**src/rtl/mips_controller.sv**
```systemverilog
// mips_controller
// Multicycle control unit for the 8-bit MIPS datapath. It sequences the
// byte-serial fetch, decode, execute, memory and write-back steps. It decodes
// the ALU operation for R-type instructions.
//
// Ports:
//   clk        - system clock, rising edge
//   reset      - asynchronous active-high reset, forces FETCH1
//   op, funct  - instruction opcode / function fields from the datapath
//   zero       - ALU result-is-zero flag, used only to qualify branches
//   memread, memwrite, iord                - memory strobes and address select
//   irwrite                                - instruction byte enables (bit0 = instr[31:24])
//   alusrca, alusrcb, alucontrol           - ALU operand selects and operation
//   pcsource, pcen                         - next-PC select and PC enable
//   regwrite, regdst, memtoreg             - register file write controls
module mips_controller (
    input  logic       clk,
    input  logic       reset,
    input  logic [5:0] op,
    input  logic [5:0] funct,
    input  logic       zero,
    output logic       memread,
    output logic       memwrite,
    output logic       iord,
    output logic [3:0] irwrite,
    output logic       alusrca,
    output logic [1:0] alusrcb,
    output logic [2:0] alucontrol,
    output logic [1:0] pcsource,
    output logic       pcen,
    output logic       regwrite,
    output logic       regdst,
    output logic       memtoreg
);

    typedef enum logic [3:0] {
        FETCH1, FETCH2, FETCH3, FETCH4, DECODE,
        MEMADR, LBRD, LBWR, SBWR,
        RTYPEEX, RTYPEWR, BEQEX, JEX, ADDIEX, ADDIWR
    } state_t;

    localparam logic [5:0] OP_LB    = 6'b100000;
    localparam logic [5:0] OP_SB    = 6'b101000;
    localparam logic [5:0] OP_RTYPE = 6'b000000;
    localparam logic [5:0] OP_BEQ   = 6'b000100;
    localparam logic [5:0] OP_J     = 6'b000010;
    localparam logic [5:0] OP_ADDI  = 6'b001000;

    localparam logic [2:0] ALU_ADD = 3'b010;
    localparam logic [2:0] ALU_SUB = 3'b110;
    localparam logic [2:0] ALU_AND = 3'b000;
    localparam logic [2:0] ALU_OR  = 3'b001;
    localparam logic [2:0] ALU_SLT = 3'b111;

    state_t state, next_state;
    logic   pcwrite, branch;

    always_ff @(posedge clk or posedge reset) begin
        if (reset) state <= FETCH1;
        else       state <= next_state;
    end

    always_comb begin
        next_state = FETCH1;
        memread    = 1'b0;
        memwrite   = 1'b0;
        iord       = 1'b0;
        irwrite    = '0;
        alusrca    = 1'b0;
        alusrcb    = 2'b00;
        alucontrol = ALU_ADD;
        pcsource   = 2'b00;
        pcwrite    = 1'b0;
        branch     = 1'b0;
        regwrite   = 1'b0;
        regdst     = 1'b0;
        memtoreg   = 1'b0;

        case (state)
            FETCH1, FETCH2, FETCH3, FETCH4: begin
                memread = 1'b1;
                iord    = 1'b1;
                alusrca = 1'b1;
                alusrcb = 2'b01;
                pcwrite = 1'b1;
                case (state)
                    FETCH1:  begin irwrite = 4'b0001; next_state = FETCH2; end
                    FETCH2:  begin irwrite = 4'b0010; next_state = FETCH3; end
                    FETCH3:  begin irwrite = 4'b0100; next_state = FETCH4; end
                    default: begin irwrite = 4'b1000; next_state = DECODE; end
                endcase
            end
            DECODE: begin
                // Branch target (PC + offset*4) is computed here into aluout.
                alusrca = 1'b1;
                alusrcb = 2'b11;
                case (op)
                    OP_LB, OP_SB: next_state = MEMADR;
                    OP_RTYPE:     next_state = RTYPEEX;
                    OP_BEQ:       next_state = BEQEX;
                    OP_J:         next_state = JEX;
                    OP_ADDI:      next_state = ADDIEX;
                    default:      next_state = FETCH1;
                endcase
            end
            MEMADR: begin
                alusrcb    = 2'b10;
                next_state = (op == OP_SB) ? SBWR : LBRD;
            end
            LBRD: begin
                memread    = 1'b1;
                next_state = LBWR;
            end
            LBWR: begin
                regwrite = 1'b1;
                regdst   = 1'b1;
            end
            SBWR: begin
                memwrite = 1'b1;
            end
            RTYPEEX: begin
                case (funct)
                    6'b100000: alucontrol = ALU_ADD;
                    6'b100010: alucontrol = ALU_SUB;
                    6'b100100: alucontrol = ALU_AND;
                    6'b100101: alucontrol = ALU_OR;
                    6'b101010: alucontrol = ALU_SLT;
                    default:   alucontrol = ALU_ADD;
                endcase
                next_state = RTYPEWR;
            end
            RTYPEWR: begin
                regwrite = 1'b1;
                memtoreg = 1'b1;
            end
            BEQEX: begin
                alucontrol = ALU_SUB;
                branch     = 1'b1;
                pcsource   = 2'b01;
            end
            JEX: begin
                pcwrite  = 1'b1;
                pcsource = 2'b10;
            end
            ADDIEX: begin
                alusrcb    = 2'b10;
                next_state = ADDIWR;
            end
            ADDIWR: begin
                regwrite = 1'b1;
                regdst   = 1'b1;
                memtoreg = 1'b1;
            end
            default: next_state = FETCH1;
        endcase
    end

    // zero is combinational here so a taken beq loads the PC in BEQEX itself.
    assign pcen = pcwrite | (branch & zero);

endmodule

```
**config.mk**
```make
export PLATFORM = sky130hd
export DESIGN_NAME = mips_controller
export DESIGN_NICKNAME = d
export VERILOG_FILES = /design/src/rtl/mips_controller.sv
export SDC_FILE = /design/constraint.sdc
export NUM_CORES = 1
export LEC_CHECK = 0
export CAP_MARGIN = 20
export CORE_MARGIN = 1.5
export CORE_UTILIZATION = 39
export CTS_CLUSTER_SIZE = 24
export DETAILED_ROUTE_END_ITERATION = 7
export PLACE_DENSITY = 0.84
export SYNTH_ARGS = -nofsm -noshare
export SYNTH_HDL_FRONTEND = slang
export SYNTH_SLANG_ARGS = --single-unit
export TNS_END_PERCENT = 100
```
**constraint.sdc**
```tcl
create_clock -name clk -period 3.3 [get_ports clk]
set_clock_uncertainty 0.1 [all_clocks]
set_input_delay 0.495 -clock clk [delete_from_list [all_inputs] [get_ports clk]]
set_output_delay 0.495 -clock clk [all_outputs]
set_load 0.02 [all_outputs]
```
# After elaboration in Yosys (flattened, before gate mapping)
# Cells that the tools add are included.
[totals]
input_bits = 15
output_inout_bits = 19
ff_bits = 4
elab_cells = 56
[op_classes]
mux = 19
eq_ne = 23
bitwise = 2
reduce_logical = 11
[op_table]
columns = ["cell", "n"]
rows = [
  ["6-bit == test, second input constant", 6],
  ["4-bit == test, second input constant", 7],
  ["4-bit one-hot mux with 6 select lines", 1],
  ["4-bit one-hot mux with 5 select lines", 1],
  ["4-bit by 3-bit == test with 1-bit output, second input constant", 4],
  ["5-bit OR reduction", 3],
  ["3-bit one-hot mux with 4 select lines", 1],
  ["4-bit one-hot mux with 3 select lines", 1],
  ["1-bit two-way mux", 9],
  ["3-bit one-hot mux with 3 select lines", 1],
  ["4-bit by 2-bit == test with 1-bit output, second input constant", 2],
  ["4-bit two-way mux", 2],
  ["2-bit OR reduction", 4],
  ["6-bit by 2-bit == test with 1-bit output, second input constant", 1],
  ["6-bit by 3-bit == test with 1-bit output, second input constant", 1],
  ["6-bit by 4-bit == test with 1-bit output, second input constant", 1],
  ["6-bit logical NOT", 1],
  ["2-bit one-hot mux with 3 select lines", 1],
  ["3-bit one-hot mux with 2 select lines", 1],
  ["4-bit by 1-bit == test with 1-bit output, second input constant", 1],
  ["4-bit logical NOT", 1],
  ["2-bit one-hot mux with 2 select lines", 1],
  ["4-bit OR reduction", 1],
  ["3-bit OR reduction", 1],
  ["2 further kinds", 2],
]

# Longest topological paths before layout
[logic_depth]
word_depth = 4
ltp_mapped = 4

# Worst setup path after synthesis
# Ideal clock, no wire load.
[synth_path]
path_type = "input port to output port"
from = "in funct[0]"
to = "out alucontrol[0]"
t_arrival_ps = 1530
path_slack_ps = 1175
required_ps = 2705
path_buffers = 0
stages = 3
path_cell_list = "or3b_2 > o2bb2a_1 > nor2_1"
[synth_between]
elab_chain_cells = 3
word_cells_on_any_way = 6
classes_between = "eq/ne: 4; mux: 2"
[synth_rtl]
columns = ["element", "line_no", "text"]
rows = [
  ["start, declared", "20", "input logic [5:0] funct,"],
  ["6-bit == test", "122", "case (funct)"],
  ["3-bit one-hot mux with 4 select lines (*)", "122", ""],
  ["3-bit one-hot mux with 2 select lines (*)", "79", "case (state)"],
  ["end, declared", "28", "output logic [2:0] alucontrol,"],
]
# Mark *: on every way between the ends. The rest lies on a longest branch, timed or not.

# Worst setup path after layout
[layout_path]
from = "in funct[1]"
to = "out alucontrol[0]"
# The elaborated chain is that of the path after synthesis.

==> flow_metrics.env <==
export IMPL_outcome="finished clean"
export IMPL_synth_seq_area_share_pct=17.9
export IMPL_yosysTopAreaCellShare_pct=17.9
export IMPL_hold_buffers=0
export IMPL_cts_resized=0
export IMPL_r2r_end="state[3]$_DFF_PP0_"
export IMPL_drt_iter0_markers=7
export IMPL_initial_core_util_pct=42.5
export IMPL_worst_pin_slew_ns=0.451
export IMPL_fin_area_sq_um=915
export IMPL_setup_viol=0
export IMPL_finalHoldViolCount=0
export IMPL_clkLatencyLatePin_ns=0.24
export IMPL_top_register="state"
export IMPL_overflow=0
export IMPL_syn_nets=91
export IMPL_routedWlPerCell_microns=12.0
export IMPL_drv_slew=0
export IMPL_cts_tree="yes"
export IMPL_crit_path_start_kind="input port"
export IMPL_dp_hpwl_microns=1100
export IMPL_cts_buffer_depth=2
export IMPL_critical_path_top_delay_family="buffers and inverters"
export IMPL_routed_wl_microns=1470
export IMPL_synth_async_reset_ratio_pct=100
export IMPL_endpoint_kind="output pin"
export IMPL_die_h_microns=40.9
export IMPL_timing_fmax_mhz=333
export IMPL_avgSynthCellArea_sq_um=7.36
export IMPL_dr_pass1_iters=2
export IMPL_largest_reg_flops=4
export IMPL_period_needed_ns=3.01
export IMPL_post_route_cells_drive_above_1_share_pct=10.2
export IMPL_grt_usage_pct=19.1
export IMPL_placed_area_sq_um=892
export IMPL_multi_input_area_sq_um=413
export IMPL_crit_slowest_cell="clkdlybuf4s50_1"
export IMPL_num_vias=670
export IMPL_grt_pass1_vias=523
export IMPL_clk_pin_slew_ns=0.04
export IMPL_synth_top_area_cell="dfrtp_1"
export IMPL_postSynth_topFlopCell="dfrtp_1"
export IMPL_fin_total_pwr_w=0.000598
export IMPL_synth_area_leaders="dfrtp_1, a21oi_1, nor3_1"
export IMPL_cp_arrival_ns=2.41
export IMPL_gp_congestion=0.781
export IMPL_worstHoldPathType="input port to asynchronous set/reset pin"
export IMPL_n_fill_cell=116
export IMPL_p_leak_nw=0.347
export IMPL_cp_max_fo=2
export IMPL_required_ns=2.70
export IMPL_fin_setup_tns_ns=0
export IMPL_synth_edff_count=0
export IMPL_post_route_period_util_pct=91.1
export IMPL_vdd_drop_max_mv=0.534
export IMPL_reg2reg_depth=3
export IMPL_syn_area_sq_um=559
export IMPL_antenna_found_initial=0
export IMPL_portBuffers=33
export IMPL_antenna_cells=0
export IMPL_p_per_area_mw_per_mm2=654
export IMPL_slew_headroom_pct=69.9
export IMPL_rows=13
export IMPL_crit_path_frequent_cell="clkdlybuf4s50_1"
export IMPL_placedCellCount=120
export IMPL_rsz0062_at_grt="no"
export IMPL_cts_sinks=4
export IMPL_die_w_microns=40.9
export IMPL_rrSetupSlack_ns=1.57
export IMPL_design_core_area_sq_mm=0.00132
export IMPL_die_area_sq_mm=0.00167
export IMPL_crit_type="input port to output pin"
export IMPL_synth_cell_types=35
export IMPL_critical_path_buf_inv_count=2
export IMPL_crit_path_cell_trace="clkdlybuf4s50_1 -> or3b_2 -> o2bb2a_1 -> nor2_1 -> clkdlybuf4s50_1"
export IMPL_ys_ff_latch=4
export IMPL_reg_top3="state (4)"
export IMPL_grt_max_degree=23
export IMPL_cpPeakStageDelay_ns=0.60
export IMPL_fin_nets=125
export IMPL_area_growth_pct=63.5
export IMPL_vias_per_cell=5.45
export IMPL_remaining_drc_errors=0
export IMPL_cts_buffers=3
export IMPL_finalNonFillerCells=123
export IMPL_yosys_warnings=0
export IMPL_ios=34
export IMPL_grt_pass1_wl_microns=2120
export IMPL_drtAntennaViolNets=0
export IMPL_drv_cap=0
export IMPL_seq_area_sq_um=100
export IMPL_netlist_instances=76
export IMPL_postCtsSetupRepairBufs=0
export IMPL_root_buffer="clkbuf_4"
export IMPL_reg2reg_from="state[1]$_DFF_PP0_"
export IMPL_htreeDepth=1
## cell type report
| type | count | area share, % |
|---|---|---|
| clock buffers | 3 | 2.46 |
| multi-input cells | 62 | 45.1 |
| well taps | 15 | 2.05 |
| repair buffers | 35 | 37.8 |
| flip-flops and latches | 4 | 10.9 |
| inverters | 4 | 1.64 |
## power by group
group,internal [W],switching (W)
Clock,0.0000406,0.0000196
Sequential,0.0000677,0.0000490
Combinational,0.000208,0.000213
## layout by cell type, fill, tap and decap left out, types with 3 or more instances in the layout
master / netlist / final
nand2_1: 6 / 6
inv_1: 4 / 4
clkbuf_4: 0 / 3
nor2_1: 7 / 7
clkdlybuf4s50_1: 0 / 33
a21oi_1: 7 / 7
nand3b_1: 4 / 4
nand2b_1: 3 / 3
dfrtp_1: 4 / 4
nor3_1: 6 / 6
## routing by layer
metal	vias to the layer above	GRT usage, %	share of wire (%)
li1	341	-	-
met1	297	21.5	44
met2	32	33.6	45
met3	0	4.89	11
met4	0	7.50	0
met5	-	0	0
## cell usage after synthesis, types with 2 or more instances
cell / instances
a21oi_1: 7
and3_1: 2
clkbuf_1: 4
dfrtp_1: 4
inv_1: 4
nand2_1: 6
nand2b_1: 3
nand2b_4: 2
nand3_1: 2
nand3b_1: 4
nor2_1: 7
nor3_1: 6
nor3b_1: 2
xor2_1: 2
## cell families after synthesis
family	synth area share, %
xor gates and xnor gates	3.13
and+or+nand+nor	49.0
AOI/OAI and AO/OA	19.9
DFF	17.9
buffers and inverters	8.27
adders and majority gates	1.79
## worst max path at each step
stage,startpoint,endpoint,slack (ns),depth (start not counted)
2_1_floorplan,funct[0],alucontrol[0],1.18,3
3_3_place_gp,funct[1],alucontrol[0],0.32,5
3_5_place_dp,funct[1],alucontrol[0],0.28,5
4_1_cts,funct[1],alucontrol[0],0.29,5
5_1_grt,funct[1],alucontrol[0],0.26,5
6_report,funct[1],alucontrol[0],0.29,5
## per-stage QoR
stage               hold WS (ns)  worst slack, ns  utilization [%]
global placement           0.580            0.318             67.7
global route               0.360            0.255             69.4
detailed placement         0.586            0.283             67.7
floorplan                  0.161             1.18                -
CTS                        0.334            0.287             69.4
finish                     0.336            0.295             69.4
## worst register-to-register path, delay by kind of cell (launching register included)
kind             cells  cell delay, ns
AND/OR/NAND/NOR      2            0.66
AO/OA/AOI/OAI        1            0.34
flip-flops           1            0.51
Power figures use the tool's default switching activity.
